$ cat src/rtl/stream_upsizer.sv
// Packs RATIO narrow FWFT tokens into one wide token with keep mask and end-of-transaction marker.
// A partial word is flushed on EoT and is always followed by a standalone EoT word.
module stream_upsizer #(
    parameter int IN_WIDTH  = 32,
    parameter int RATIO     = 4,
    parameter int CNT_WIDTH = 2
) (
    input  logic                                clk,
    input  logic                                reset,
    input  logic                                in_empty_n,
    output logic                                in_read,
    input  logic [IN_WIDTH:0]                   in_dout,
    input  logic                                out_full_n,
    output logic                                out_write,
    output logic [1+RATIO+IN_WIDTH*RATIO-1:0]   out_din
);

    localparam int LANES_W = IN_WIDTH * RATIO;
    localparam int OUT_W   = 1 + RATIO + LANES_W;
    localparam logic [OUT_W-1:0] EOT_WORD = {1'b1, {(OUT_W-1){1'b0}}};
    localparam logic [CNT_WIDTH-1:0] LAST_LANE = CNT_WIDTH'(RATIO - 1);

    typedef enum logic {
        FILL,
        EOT_PEND
    } state_t;

    state_t                 state;
    logic [CNT_WIDTH-1:0]   cnt;
    logic [LANES_W-1:0]     lanes;
    logic [LANES_W-1:0]     lanes_next;
    logic [RATIO-1:0]       partial_keep;
    logic                   can_load;
    logic                   acc;
    logic                   tok_eot;

    // Valid/ready: out_write/out_din are held until out_full_n is seen high at a clock edge
    // (a transfer); upstream is popped only in a cycle where in_read and in_empty_n are both high.
    assign can_load = !out_write || out_full_n;
    assign in_read  = !reset && in_empty_n && (state == FILL) && can_load;
    assign acc      = in_read && in_empty_n;
    assign tok_eot  = in_dout[IN_WIDTH];

    always_comb begin
        lanes_next = lanes;
        lanes_next[int'(cnt)*IN_WIDTH +: IN_WIDTH] = in_dout[IN_WIDTH-1:0];
    end

    // Lanes below the current count are the ones already filled.
    always_comb begin
        partial_keep = '0;
        for (int k = 0; k < RATIO; k++) begin
            partial_keep[k] = (k < int'(cnt));
        end
    end

    always_ff @(posedge clk or posedge reset) begin
        if (reset) begin
            state     <= FILL;
            cnt       <= '0;
            lanes     <= '0;
            out_write <= 1'b0;
            out_din   <= '0;
        end else begin
            if (out_write && out_full_n) begin
                out_write <= 1'b0;
            end
            case (state)
                FILL: begin
                    if (acc) begin
                        if (!tok_eot) begin
                            if (cnt == LAST_LANE) begin
                                out_din   <= {1'b0, {RATIO{1'b1}}, lanes_next};
                                out_write <= 1'b1;
                                cnt       <= '0;
                                lanes     <= '0;
                            end else begin
                                lanes <= lanes_next;
                                cnt   <= cnt + CNT_WIDTH'(1);
                            end
                        end else if (cnt != '0) begin
                            out_din   <= {1'b0, partial_keep, lanes};
                            out_write <= 1'b1;
                            cnt       <= '0;
                            lanes     <= '0;
                            state     <= EOT_PEND;
                        end else begin
                            out_din   <= EOT_WORD;
                            out_write <= 1'b1;
                        end
                    end
                end
                EOT_PEND: begin
                    if (can_load) begin
                        out_din   <= EOT_WORD;
                        out_write <= 1'b1;
                        state     <= FILL;
                    end
                end
                default: state <= FILL;
            endcase
        end
    end

endmodule

$ cat config.mk
export PLATFORM = sky130hd
export DESIGN_NAME = stream_upsizer
export DESIGN_NICKNAME = d
export VERILOG_FILES = /design/src/rtl/stream_upsizer.sv
export SDC_FILE = /design/constraint.sdc
export NUM_CORES = 1
export LEC_CHECK = 0
export BUFFER_PORTS_ARGS = -buffer_cell sky130_fd_sc_hd__buf_2
export CAP_MARGIN = 5
export CORE_UTILIZATION = 30
export CTS_BUF_LIST = sky130_fd_sc_hd__clkbuf_8
export CTS_CLUSTER_DIAMETER = 200
export DETAILED_ROUTE_END_ITERATION = 7
export PLACE_DENSITY_LB_ADDON = 0.3
export SYNTH_ARGS = -nofsm -noshare
export SYNTH_HDL_FRONTEND = slang
export SYNTH_SLANG_ARGS = --single-unit
$ cat constraint.sdc
create_clock -name clk -period 10.45 [get_ports clk]
set_input_delay 2.09 -clock clk [delete_from_list [all_inputs] [get_ports clk]]
set_output_delay 2.09 -clock clk [all_outputs]
set_load 0.01 [all_outputs]
==> impl_metrics.toml, run 1 <==
[clock_network]
tritoncts = "yes"
cts-resized-gates = 0
numCtsBuffers = 47
hold_buffers = 0
clk_pin_slew_ns = 0.06
insertion_delay_ns = 0.58
cts.sinks = 265
htreeDepth = 2
cts-root-buf = "clkbuf_8"
clk_path_buf_depth = 3
cts_setup_buffers = 0

[final_layout]
final_area_sq_mm = 0.0132
area_delta_synth_final_pct = 21.2
fill_cells = 3480
nets = 1014
diodes = 0
drive_gt1_share_pct = 27.9

[sta]
setup_violations = 0
slew_viol_final = 0
period_minus_slack_ns = 5.37
max_freq_mhz = 186
tightestPinTransition_ns = 1.20
finalCritPeriodShare_pct = 51.4
relSlewSlack_pct = 19.4
finClkSkew_ns = 0.0253
finalHoldViolations = 0
rsz0062_at_grt = "no"
finalSetupTns_ns = 0

[route]
routed-wl-met2_mm = 15.3
dr_wl_met3_mm = 2.04
top_layer_used = "met5"
antenna_left = 0
wirelength_mm = 33.9
met1_length_mm = 16.0
via_per_inst = 5.56
dr.pass1.iters = 5
drc = 0
num_vias = 8158
wire_per_inst_um = 23.1
first_iter_violations = 794

[synth]
synth.avg_cell_area_sq_um = 13.1
synth_area_sq_mm = 0.0109
syn-num-nets = 870
synthTopCellsByArea = "dfrtp_1 61%, a22o_1 10%, o2bb2ai_1 10%"
yosysWarningCount = 0
synth.largest_area_cell = "dfrtp_1"
synthCells = 827
synth_edf_count = 0
synthFlopType = "dfrtp_1"
synthDistinctLibCells = 35
async_reset_ff_share_pct = 100
synth_seq_cells = 265
synth-seq-area-share_pct = 61.0
yosysTopAreaCellShare_pct = 61.0

[run]
max_cap_viol_count = 0

[min_path]
hold_class = "reg -> reg"

[placed_design]
gp_congestion = 0.734
post_dp_cell_area_sq_mm = 0.0121
hpwl_mm = 19.3
port_buffers = 171

[worst_setup_path]
required_ns = 8.36
critPathMaxFanout = 5
critical_path_arrival_ns = 3.28
worstSetupEndpointType = "primary output"
crit_type = "in -> out"
start_kind = "input port"

[floorplanning]
dieWidth_um = 192
die_h_um = 192
die_area_sq_mm = 0.0370
coreArea_sq_mm = 0.0356
pin_count = 172
initial_core_util_pct = 30.5
rows = 69

[power]
ir_worst_vdd_mv = 0.109
p_leak_nw = 6.11
powerDensity_mw_per_mm2 = 232

[global_route]
track_usage_pct = 18.4
grt_max_degree = 127
antenna_found_initial = 1
globalRouteOverflowTotal = 0
first_global_vias = 8228
grt_pass1_wl_mm = 51.7

[outcome]
status = "finished clean"
==> cell type report <==
type                            count  area (sq um)  area share [%]
Sequential cell                   265          6630            50.4
Clock inverter                     25           219            1.66
Inverter                            4          22.5           0.171
Multi-Input combinational cell    469          3960            30.1
Clock buffer                       58           798            6.06
Tap cell                          461           577            4.38
Timing Repair Buffer              184           953            7.24
==> where the power goes <==
group	switching [mW]	leakage [nW]	internal (mW)
registers	0.0923	3.67	1.17
logic	0.490	1.87	0.256
clock network	0.446	0.571	0.601
==> cell usage after synthesis (4+ instances only) <==
library cell and instances:
a22o_1 129, mux2i_1 6, a22oi_1 126, nor2_1 6, buf_6 7, inv_1 4
ha_1 6, dfrtp_1 265, o2bb2ai_1 128, o21ai_1 4, nor2b_1 36, buf_4 5
clkbuf_1 72
==> kinds of logic (layout without fill, tap and decap cells) <==
group | after synthesis | count (layout) | share of synthesized area [%]
flip-flops | 265 | 265 | 61.0
multiplexers | 9 | 9 | 0.864
AND/OR/NAND/NOR | 60 | 60 | 3.47
AO/OA/AOI/OAI | 394 | 394 | 30.0
buffers and inverters | 93 | 271 | 3.90
adder cells (fa/ha/maj) | 6 | 6 | 0.691
==> critical path: stages <==
cell and delay, ns:
buf_2 0.13, nand2b_1 0.22, nor3_1 0.56, buf_2 0.28
==> worst paths after layout <==
path	from	endpoint	slack, ns	depth (start not counted)
worst max-delay path	reset	in_read	5.08	4
min in group asynchronous	reset	out_write	1.74	2
worst max register to register	cnt[0]	lanes[76]	6.92	6
worst min-delay path	out_din[39]	out_din[39]	0.48	1
worst min register to register	out_din[39]	out_din[39]	0.48	1
max in group asynchronous	reset	out_din[81]	7.17	3
==> layout by cell type (no fill, tap or decap), drive strengths merged <==
cell	netlist	final
nand2b	2	2
and3	3	3
o2bb2ai	128	128
or2	1	1
o21ai	6	6
nor2	7	7
dfrtp	265	265
or3b	1	1
nand2	2	2
inv	4	17
ha	6	6
nor2b	36	36
bufinv	0	4
nand3b	1	1
or4b	1	1
or4	1	1
buf	17	184
clkinv	0	7
and3b	1	1
nor3	2	2
a221oi	1	1
a22o	129	129
clkinvlp	0	1
o21bai	1	1
mux2	3	3
clkbuf	72	58
a32oi	1	1
mux2i	6	6
or3	1	1
a21oi	1	1
a21o	1	1
a22oi	126	126
nor4b	1	1
==> routing by layer <==
metal	up-vias	GRT usage, %
li1	3565	-
met1	4212	26.6
met2	322	28.1
met3	57	3.42
met4	2	4.88
met5	-	0
==> state kept, by name, indices dropped and copies added (netlist names) <==
register / cells
out_write: 1
out_din: 133
cnt: 2
state: 1
lanes: 128
==> through the flow <==
step                total power, mW  cells  util [%]  hold WS [ns]  setup slack [ns]
floorplan                      1.70    827         -         0.466              1.06
global placement               2.02   1383      34.2         0.466              5.07
detailed placement             2.03   1383      34.2         0.468              5.06
CTS                            3.09   1466      37.0         0.486              5.07
global route                   3.21   1466      37.0         0.492              4.98
finish                         3.06   1466      37.0         0.481              5.08
Note: power is estimated with default switching activity, not from simulation.
==> inputs of run 2 (changes only) <==
==> constraint.sdc (replaced) <==
create_clock -name clk -period 5.25 [get_ports clk]
set_input_delay 1.05 -clock clk [delete_from_list [all_inputs] [get_ports clk]]
set_output_delay 1.05 -clock clk [all_outputs]
set_load 0.01 [all_outputs]
==> run 2 against run 1 <==
  * Clock power increased by 79%
  * Critical endpoint is now lanes[33]
  * Core utilization decreased by 0.24 points
  * Clock-buffer cell count increased by 3
==> impl_metrics.toml, run 2 (synthesis results as in run 1) <==
[clock_network]
clk_pin_slew_ns = 0.06
insertion_delay_ns = 0.55
clk_path_buf_depth = 3
numCtsBuffers = 47
cts.sinks = 265
cts_setup_buffers = 0
htreeDepth = 2
tritoncts = "yes"
cts-resized-gates = 0
cts-root-buf = "clkbuf_8"
hold_buffers = 0

[route]
antenna_left = 0
dr.pass1.iters = 5
via_per_inst = 5.53
wirelength_mm = 33.6
num_vias = 8063
drc = 0
wire_per_inst_um = 23.1
first_iter_violations = 653

[floorplanning]
dieWidth_um = 192
pin_count = 172
die_area_sq_mm = 0.0370
die_h_um = 192
initial_core_util_pct = 30.5
rows = 69
coreArea_sq_mm = 0.0356

[final_layout]
largest_register_ffs = 133
fill_cells = 3500
final_cell_mix = "265 x dfrtp_1, 171 x buf_2, 129 x a22o_1"
top_register = "out_din"
reg_top3 = "out_din x133, lanes x128, cnt x2"
drive_gt1_share_pct = 27.4
utilization_pct = 36.8
area_delta_synth_final_pct = 20.4
diodes = 0
nets = 1013
final_common_cell = "dfrtp_1"
final_area_sq_mm = 0.0131

[power]
powerDensity_mw_per_mm2 = 448
pwr-share-comb_pct = 25.1
swShare_pct = 33.8
ir_worst_vdd_mv = 0.197
seq_power_share_pct = 42.9
p_sw_mw = 1.98
cellInternalPower_mw = 3.88
p_leak_nw = 6.06
clkPwrFrac_pct = 32.0

[global_route]
grt_pass1_wl_mm = 52.0
grt_max_degree = 140
first_global_vias = 8373
track_usage_pct = 18.3
antenna_found_initial = 0
globalRouteOverflowTotal = 0

[sta]
finalSetupTns_ns = 0
finalHoldViolations = 0
slew_viol_final = 0
rsz0062_at_grt = "no"
max_freq_mhz = 295
relSlewSlack_pct = 14.5
hold_ws_ns = 0.479
finClkSkew_ns = 0.0257
finalCritPeriodShare_pct = 64.5
setup_ws_ns = 1.86
period_minus_slack_ns = 3.39
setup_violations = 0
tightestPinTransition_ns = 1.26

[worst_setup_path]
start_kind = "flop"
required_ns = 5.71
critPathMaxFanout = 33
crit_type = "reg -> reg"
critical_path_arrival_ns = 3.85
worstSetupEndpointType = "flop"

[placed_design]
gp_congestion = 0.718
post_dp_cell_area_sq_mm = 0.0121
port_buffers = 171
hpwl_mm = 19.5
dp_slack_ns = 1.77

[min_path]
hold_class = "reg -> reg"

[run]
max_cap_viol_count = 0

[outcome]
status = "finished clean"
## run 2: metrics by stage
stage / power [mW] / cells
2_1_floorplan: 3.38 / 827
3_3_place_gp: 3.99 / 1381
3_5_place_dp: 4.00 / 1381
4_1_cts: 5.91 / 1457
5_1_grt: 6.18 / 1458
6_report: 5.86 / 1458
## run 2: path summary, 6_finish.rpt
path	end	cells after the start	from	slack, ns
hold reg to reg	out_din[25]	1	out_din[25]	0.48
min in group asynchronous	lanes[119]	2	reset	0.54
setup / recovery	lanes[33]	6	cnt[0]	1.86
max in group asynchronous	out_din[109]	3	reset	3.60
hold / removal	out_din[25]	1	out_din[25]	0.48
setup reg to reg	lanes[33]	6	cnt[0]	1.86
## run 2: cell type report
type	instances	area, sq um	area share, %
Clock buffer	61	840	6.42
Clock inverter	15	70.1	0.536
Inverter	4	18.8	0.143
Multi-Input combinational cell	469	3960	30.3
Sequential cell	265	6630	50.7
Tap cell	461	577	4.41
Timing Repair Buffer	183	978	7.48
## run 2: power by group through the flow
stage,Combinational (mW),Sequential (mW),Clock (mW)
2_1_floorplan,0.802,2.57,0
3_3_place_gp,1.44,2.54,0
3_5_place_dp,1.46,2.54,0
4_1_cts,1.46,2.51,1.93
5_1_grt,1.60,2.55,2.03
6_report,1.47,2.51,1.88
## run 2: critical path, stage by stage, from the launching register on
cell and delay, ns:
dfrtp_1 0.50, inv_1 0.18, ha_1 0.45, nor2b_1 0.20, and3_2 0.77, and3_2 0.90
a22o_1 0.26
## run 2: metal layers
| layer | global-route usage, % | vias to the layer above | wire (um) |
|---|---|---|---|
| met5 | 0 | - | 0 |
| met1 | 26.2 | 4207 | 15700 |
| li1 | - | 3548 | - |
| met2 | 28.6 | 263 | 15700 |
| met3 | 2.71 | 45 | 1650 |
| met4 | 5.54 | 0 | 569 |
